[src/rtl/bus_arbiter_8.sv]
//==============================================================================
// Module      : bus_arbiter_8
// Description : Round-robin arbiter for eight requesters sharing the internal
//               tri-stated data bus. Drives select/en of the 8:1 bus mux and
//               returns a registered one-hot grant. Inserts a one-cycle
//               turnaround between owners and a hold limit against starvation.
//               Optional feature macro: ARB_LOCK_EN (adds the lock input that
//               suppresses hold-limit preemption for atomic sequences).
// Revision    : 1.0 - initial release
//==============================================================================
`default_nettype none

module bus_arbiter_8 #(
    parameter int MAX_HOLD = 4     // consecutive grant cycles before preemption; 0 = unlimited
) (
    input  logic       clk,
    input  logic       rst,
`ifdef ARB_LOCK_EN
    input  logic       lock,
`endif
    input  logic [7:0] req,
    output logic [7:0] gnt,
    output logic [2:0] select,
    output logic       en,
    output logic       busy
);

    localparam int HOLD_W = (MAX_HOLD > 0) ? $clog2(MAX_HOLD + 1) : 1;
    localparam logic [HOLD_W-1:0] HOLD_LIM = HOLD_W'(MAX_HOLD);

    typedef enum logic [1:0] {
        S_IDLE  = 2'd0,
        S_GRANT = 2'd1,
        S_TURN  = 2'd2
    } state_t;

    state_t            state_q;
    logic [7:0]        gnt_q;
    logic [2:0]        select_q;
    logic              en_q;
    logic              busy_q;
    logic [2:0]        ptr_q;
    logic [HOLD_W-1:0] hold_q;

    logic              found_d;
    logic [2:0]        win_d;
    logic [2:0]        idx_d;
    logic [7:0]        others_d;
    logic              locked_d;
    logic              preempt_d;

`ifdef ARB_LOCK_EN
    assign locked_d = lock;
`else
    assign locked_d = 1'b0;
`endif

    // Round-robin search: first set request scanning ptr+1 .. ptr+8 (3-bit wrap).
    always_comb begin
        found_d = 1'b0;
        win_d   = ptr_q;
        idx_d   = '0;
        for (int i = 1; i <= 8; i++) begin
            idx_d = ptr_q + 3'(i);
            if (!found_d && req[idx_d]) begin
                found_d = 1'b1;
                win_d   = idx_d;
            end
        end
    end

    // Hold-limit preemption: only when the limit is reached and someone else waits.
    always_comb begin
        others_d  = req & ~(8'h01 << select_q);
        preempt_d = (MAX_HOLD != 0) && (hold_q == HOLD_LIM) &&
                    (others_d != 8'h00) && !locked_d;
    end

    // Arbiter FSM with registered outputs; select/ptr keep the last owner outside GRANT.
    always_ff @(posedge clk) begin
        if (rst) begin
            state_q  <= S_IDLE;
            gnt_q    <= 8'h00;
            select_q <= 3'd0;
            en_q     <= 1'b0;
            busy_q   <= 1'b0;
            ptr_q    <= 3'd7;
            hold_q   <= '0;
        end else begin
            case (state_q)
                S_GRANT: begin
                    // A release coinciding with hold expiry is a single TURN either way.
                    if (!req[select_q] || preempt_d) begin
                        state_q <= S_TURN;
                        gnt_q   <= 8'h00;
                        en_q    <= 1'b0;
                        busy_q  <= 1'b1;
                    end else if ((MAX_HOLD != 0) && (hold_q != HOLD_LIM)) begin
                        hold_q  <= hold_q + 1'b1;
                    end
                end
                S_IDLE, S_TURN: begin
                    if (found_d) begin
                        state_q  <= S_GRANT;
                        ptr_q    <= win_d;
                        select_q <= win_d;
                        gnt_q    <= 8'h01 << win_d;
                        en_q     <= 1'b1;
                        busy_q   <= 1'b1;
                        hold_q   <= HOLD_W'(1);
                    end else begin
                        state_q  <= S_IDLE;
                        gnt_q    <= 8'h00;
                        en_q     <= 1'b0;
                        busy_q   <= 1'b0;
                    end
                end
                default: begin
                    state_q <= S_IDLE;
                    gnt_q   <= 8'h00;
                    en_q    <= 1'b0;
                    busy_q  <= 1'b0;
                end
            endcase
        end
    end

    assign gnt    = gnt_q;
    assign select = select_q;
    assign en     = en_q;
    assign busy   = busy_q;

endmodule

`default_nettype wire
[config.mk]
export PLATFORM = sky130hd
export DESIGN_NAME = bus_arbiter_8
export DESIGN_NICKNAME = d
export VERILOG_FILES = /design/src/rtl/bus_arbiter_8.sv
export SDC_FILE = /design/constraint.sdc
export NUM_CORES = 1
export LEC_CHECK = 0
export CORE_UTILIZATION = 35
export DETAILED_ROUTE_END_ITERATION = 10
export MAX_ROUTING_LAYER = met4
export PLACE_DENSITY_LB_ADDON = 0.15
export REMOVE_ABC_BUFFERS = 1
export SETUP_SLACK_MARGIN = 0.2
export SLEW_MARGIN = 20
export SYNTH_ARGS = -nofsm -noshare
export SYNTH_HDL_FRONTEND = slang
export SYNTH_SLANG_ARGS = --single-unit
[constraint.sdc]
create_clock -name clk -period 9.5 [get_ports clk]
set_input_delay 1.9 -clock clk [delete_from_list [all_inputs] [get_ports clk]]
set_output_delay 1.9 -clock clk [all_outputs]
set_load 0.02 [all_outputs]
==> results of run 1 <==
path summary, 6_finish.rpt:
| path | depth (start not counted) | end | startpoint |
|---|---|---|---|
| worst min register to register | 2 | gnt[0]$_SDFFE_PP0P_ | gnt[0]$_SDFFE_PP0P_ |
| worst max register to register | 10 | hold_q[1]$_SDFFE_PP0P_ | ptr_q[0]$_SDFFE_PP1P_ |
| worst max-delay path | 9 | hold_q[1]$_SDFFE_PP0P_ | req[1] |
| worst min-delay path | 2 | gnt[0]$_SDFFE_PP0P_ | gnt[0]$_SDFFE_PP0P_ |
registers in the layout (all words and copies together) (netlist names):
signal and flops:
gnt 8, select 3, ptr_q 3, state_q 2
hold_q 3, en 1, busy 1
where the power goes:
group          total, uW  switching (uW)  internal [uW]
logic                586             330            256
clock network       58.6            28.7           29.9
registers            161            45.8            115
total                806             404            402
metal layers:
layer / vias up / share of wire / global-route usage
met2: 21 / 0.45 / 0.273
met5: - / 0 / -
met3: 2 / 0.021 / 0.0198
li1: 847 / - / -
met1: 819 / 0.52 / 0.261
met4: 0 / 0.0048 / 0.0309
synthesized netlist by cell type (2+ instances only):
| cell type | number | area share |
|---|---|---|
| buf_6 | 2 | 0.012 |
| clkbuf_1 | 5 | 0.0099 |
| nor3b_1 | 3 | 0.012 |
| nor2_1 | 10 | 0.020 |
| nor2b_1 | 5 | 0.016 |
| o221ai_1 | 3 | 0.014 |
| buf_2 | 5 | 0.013 |
| mux2i_1 | 18 | 0.095 |
| nand3_1 | 5 | 0.013 |
| o22ai_1 | 3 | 0.0099 |
| nor3_1 | 6 | 0.016 |
| xor2_1 | 3 | 0.014 |
| dfxtp_1 | 21 | 0.22 |
| mux4_1 | 2 | 0.028 |
| a21oi_1 | 10 | 0.026 |
| a32o_1 | 5 | 0.026 |
| o31ai_1 | 5 | 0.020 |
| nand2_1 | 23 | 0.046 |
| ha_1 | 4 | 0.026 |
| a31oi_1 | 4 | 0.013 |
| mux4_2 | 9 | 0.11 |
| xnor2_1 | 2 | 0.0092 |
| o21a_1 | 4 | 0.016 |
| o21ai_0 | 9 | 0.024 |
| mux2_2 | 3 | 0.018 |
| a31o_2 | 2 | 0.0092 |
| a211o_1 | 2 | 0.0092 |
| inv_1 | 12 | 0.024 |
stage by stage:
step,setup slack (ns),total power (uW),utilization,instance area (um^2),hold slack [ns]
after global placement,4.45,747,0.415,2150,0.444
after CTS,4.75,803,0.424,2190,0.465
after detailed placement,4.48,741,0.415,2150,0.447
after global routing,4.50,879,0.424,2190,0.486
final,4.69,806,0.424,2190,0.464
after floorplan,5.39,596,-,1830,0.509
worst min-delay path, cell delays in order (launching register included):
cell and delay (ns):
dfxtp_1 0.32, nand2_1 0.05, o31ai_1 0.05
cell families (layout without fill, tap and decap cells):
kind of cell	count (synthesis)	in the layout	synth area share
AND/OR/NAND/NOR	65	65	0.176
AO/OA/AOI/OAI	60	60	0.238
multiplexers	32	32	0.247
buffers and inverters	24	39	0.0587
flip-flops	21	21	0.222
XOR/XNOR	6	6	0.0317
adder cells (fa/ha/maj)	4	4	0.0264
layout make-up:
type                            count  area [um^2]
Clock buffer                        4         45.0
Multi-Input combinational cell    167         1370
Timing Repair Buffer               23          228
Inverter                           12         45.0
Sequential cell                    21          420
Tap cell                           70         87.6
Fill cell                         516         2980
==> results.tsv, run 1 <==
metric	value	unit
final_common_cell	nand2_1	
netlist_instances	212	
power.density	368	nW/um^2
viasPerCell	5.69	
rsz0062_at_grt	no	
grt_pass1_vias	1568	
diodes	0	
area_delta_synth_final	15.5	%
finalHoldViolCount	0	
crit_buf_inv	1	
routed_wl	4.59	mm
grt_pass1_wl	7.73	mm
critPathTopFamily	compound AO/OA/AOI/OAI gates	
die_width	75.6	um
slew_violations	0	
post_drt_wl_per_cell	15.4	um
synthArstFlopShare	0	
clk_pin_slew	0.08	ns
vdd_drop_max	0.000185	V
netlist_area	1900	um^2
cp_slowest_cell	clkdlybuf4s50_1	
maxCapViolCount	0	
final_min_period_over_clock_period	0.506	
antenna_found_initial	0	
first_pass_iters	4	
final_cells	297	
setup_tns	0	ns
start_kind	input port	
cts_max_path_buffers	2	
path_max_fanout	9	
routabilityCongestion	0.832	
min_path_type	reg -> reg	
drt-initial-drc-count	124	
drc	0	
synth_cell_types	55	
crit_arrival	5.00	ns
ys_seq_elements	21	
die_h	75.6	um
slew_headroom	0.477	
final.min_clock_period	4.81	ns
clock_latency	0.26	ns
tightest_slew	0.784	ns
final_antenna_net_count	0	
grt_use_total	0.180	
worstSetupPathType	in -> reg	
drive_gt1_frac	0.101	
yosys_warnings	0	
grt_overflow	0	
dp_hpwl	3.32	mm
worstPathRequired	9.69	ns
final_nets	242	
rows	26	
synth-edff-count	0	
ioPinCount	23	
power.static_leakage	0.000825	uW
cts.sinks	21	
critPathMaxStageDelay	0.56	ns
final_cell_mix	nand2_1 (23), clkdlybuf4s50_1 (22), dfxtp_1 (21), mux2i_1 (18), inv_1 (12)	
max_freq	0.208	GHz
cp_cell_sequence	clkdlybuf4s50_1 > mux4_1 > and2_0 > a2111oi_0 > o2111a_2 > a31oi_1 > o22ai_1 > mux2_2 > nor2_1	
fin_worst_skew	0.00208	ns
cts_hold_buf	0	
setup_viol	0	
cp-end-kind	flip-flop	
yosysSeqAreaShare	0.222	
synthFlopType	dfxtp_1	
place_inst	293	
post_synth.cell_area_avg	8.95	um^2
portBuffers	22	
status	finished, final reports clean	
numCtsBuffers	3	
rrSetupSlack	4.95	ns
ctsResizeCount	0	
cts_tree	built	
postCtsSetupBuffers	0	
cts.htree.levels	1	
clock_tree.root_cell	clkbuf_8	
die_area	5720	um^2
grt_max_degree	20	
vias	1689	
core	5170	um^2
start_util	0.367	
Note: power is estimated with default switching activity, not from simulation.
==> run 2, diff against run 1 <==
==> constraint.sdc (replaced) <==
create_clock -name clk -period 4.65 [get_ports clk]
set_input_delay 0.93 -clock clk [delete_from_list [all_inputs] [get_ports clk]]
set_output_delay 0.93 -clock clk [all_outputs]
set_load 0.02 [all_outputs]
==> results.tsv, run 2 (synthesized netlist as in run 1, its figures left out) <==
metric	value	unit	change
drive_gt1_frac	0.117		was 0.101
routabilityCongestion	0.896		was 0.832
diodes	0		unchanged
r2r_cells	10		unchanged
cts.sinks	21		unchanged
drt-initial-drc-count	189		was 124
final_util	0.428		was 0.424
worstPathRequired	4.84	ns	was 9.69 ns
ctsResizeCount	0		unchanged
postCtsSetupBuffers	0		unchanged
cp_cell_sequence	clkdlybuf4s50_1 > mux4_1 > and2_0 > a2111oi_0 > o2111a_2 > a31oi_1 > o22ai_1 > mux2_2 > nor2_1		unchanged
die_h	75.6	um	unchanged
min_path_type	reg -> reg		unchanged
worstSetupPathType	in -> reg		unchanged
post_drt_wl_per_cell	15.1	um	was 15.4 um
start_kind	input port		unchanged
cts_tree	built		unchanged
cts_hold_buf	0		unchanged
clk_pin_slew	0.08	ns	about the same
cts_max_path_buffers	2		unchanged
r2r_end	hold_q[1]$_SDFFE_PP0P_		unchanged
vdd_drop_max	0.000331	V	was 0.000185 V
grt_max_degree	19		was 20
final_nets	245		was 242
drc	0		unchanged
core	5170	um^2	unchanged
hold_ws	0.457	ns	was 0.464 ns
final_common_cell	nand2_1		unchanged
maxCapViolCount	0		unchanged
area_delta_synth_final	16.8	%	was 15.5%
start_util	0.367		unchanged
min_to	gnt[1]$_SDFFE_PP0P_		was gnt[0]$_SDFFE_PP0P_
multi_input_area	1370	um^2	unchanged
max_freq	0.261	GHz	
setup_viol	0		unchanged
grt_overflow	0		unchanged
setup_tns	0	ns	unchanged
tightest_slew	0.618	ns	was 0.784 ns
ioPinCount	23		unchanged
dp_hpwl	3.38	mm	was 3.32 mm
die_width	75.6	um	unchanged
antenna_found_initial	0		unchanged
worst_hold_path.num_cells	2		unchanged
numCtsBuffers	3		unchanged
slew_violations	0		unchanged
cp-end-kind	flip-flop		unchanged
die_area	5720	um^2	unchanged
routed_wl	4.54	mm	was 4.59 mm
crit_arrival	4.01	ns	was 5.00 ns
rsz0062_at_grt	no		unchanged
clock_latency	0.26	ns	about the same
portBuffers	22		unchanged
grt_use_total	0.181		was 0.180
fin_worst_skew	0.00198	ns	was 0.00208 ns
rrSetupSlack	0.91	ns	was 4.95 ns
vias	1707		was 1689
finalHoldViolCount	0		unchanged
final_antenna_net_count	0		unchanged
final_min_period_over_clock_period	0.822		
holdCritStartpoint	gnt[1]$_SDFFE_PP0P_		was gnt[0]$_SDFFE_PP0P_
power.static_leakage	0.000842	uW	was 0.000825 uW
cp_slowest_cell	clkdlybuf4s50_1		unchanged
power.density	749	nW/um^2	was 368 nW/um^2
rows	26		unchanged
critPathMaxStageDelay	0.58	ns	was 0.56 ns
fill_cells	524		was 516
final_cell_mix	nand2_1 (23), clkdlybuf4s50_1 (22), dfxtp_1 (21), mux2i_1 (18), inv_1 (12)		unchanged
cts.htree.levels	1		unchanged
largest_reg_flops	8		unchanged
viasPerCell	5.69		about the same
r2r_start	ptr_q[1]$_SDFFE_PP1P_		was ptr_q[0]$_SDFFE_PP1P_
grt_pass1_wl	7.69	mm	was 7.73 mm
status	finished, final reports clean		unchanged
clock_tree.root_cell	clkbuf_8		unchanged
slew_headroom	0.582		was 0.477
first_pass_iters	5		was 4
grt_pass1_vias	1546		was 1568
path_max_fanout	9		unchanged
final.min_clock_period	3.82	ns	
regArea	420	um^2	unchanged
run 2: area by class of cell:
class	instances	share of cell area
Clock inverter	1	0.00226
Sequential cell	21	0.190
Tap cell	70	0.0395
Multi-Input combinational cell	167	0.616
Clock buffer	3	0.0186
Inverter	12	0.0203
Timing Repair Buffer	26	0.113
run 2: routing by layer:
layer  part of all wire  GRT usage
met4              0.013     0.0432
met1               0.50      0.256
met2               0.45      0.275
met3              0.030     0.0238
met5                  0          -
run 2: worst max-delay path by stage:
stage	from	to	depth (start not counted)
final	req[3]	hold_q[1]$_SDFFE_PP0P_	9
after global routing	req[1]	hold_q[1]$_SDFFE_PP0P_	9
after CTS	req[1]	hold_q[1]$_SDFFE_PP0P_	9
after detailed placement	req[1]	hold_q[1]$_SDFFE_PP0P_	9
after global placement	req[1]	hold_q[1]$_SDFFE_PP0P_	9
after floorplan	ptr_q[0]$_SDFFE_PP1P_	ptr_q[0]$_SDFFE_PP1P_	9
run 2: worst max-delay path: cells and delay by family:
kind | cells | cell delay (ns)
simple gates | 2 | 0.25
mux | 2 | 0.90
buf+inv | 1 | 0.58
compound gates | 4 | 1.35
run 2: through the flow:
| stage | worst slack (ns) | instance area [um^2] | total power (uW) | instances |
|---|---|---|---|---|
| final | 0.825 | 2210 | 1660 | 300 |
| after global routing | 0.572 | 2210 | 1810 | 300 |
| after CTS | 0.833 | 2210 | 1660 | 300 |
| after detailed placement | 0.564 | 2170 | 1530 | 296 |
| after global placement | 0.571 | 2170 | 1540 | 296 |
| after floorplan | 0.751 | 1830 | 1220 | 200 |
run 2: power breakdown:
part           leakage (uW)  internal (uW)  switching (uW)
Combinational      0.000644            539             703
Sequential         0.000173            236            59.6
Clock             0.0000255           59.7            60.9
Total              0.000842            834             824
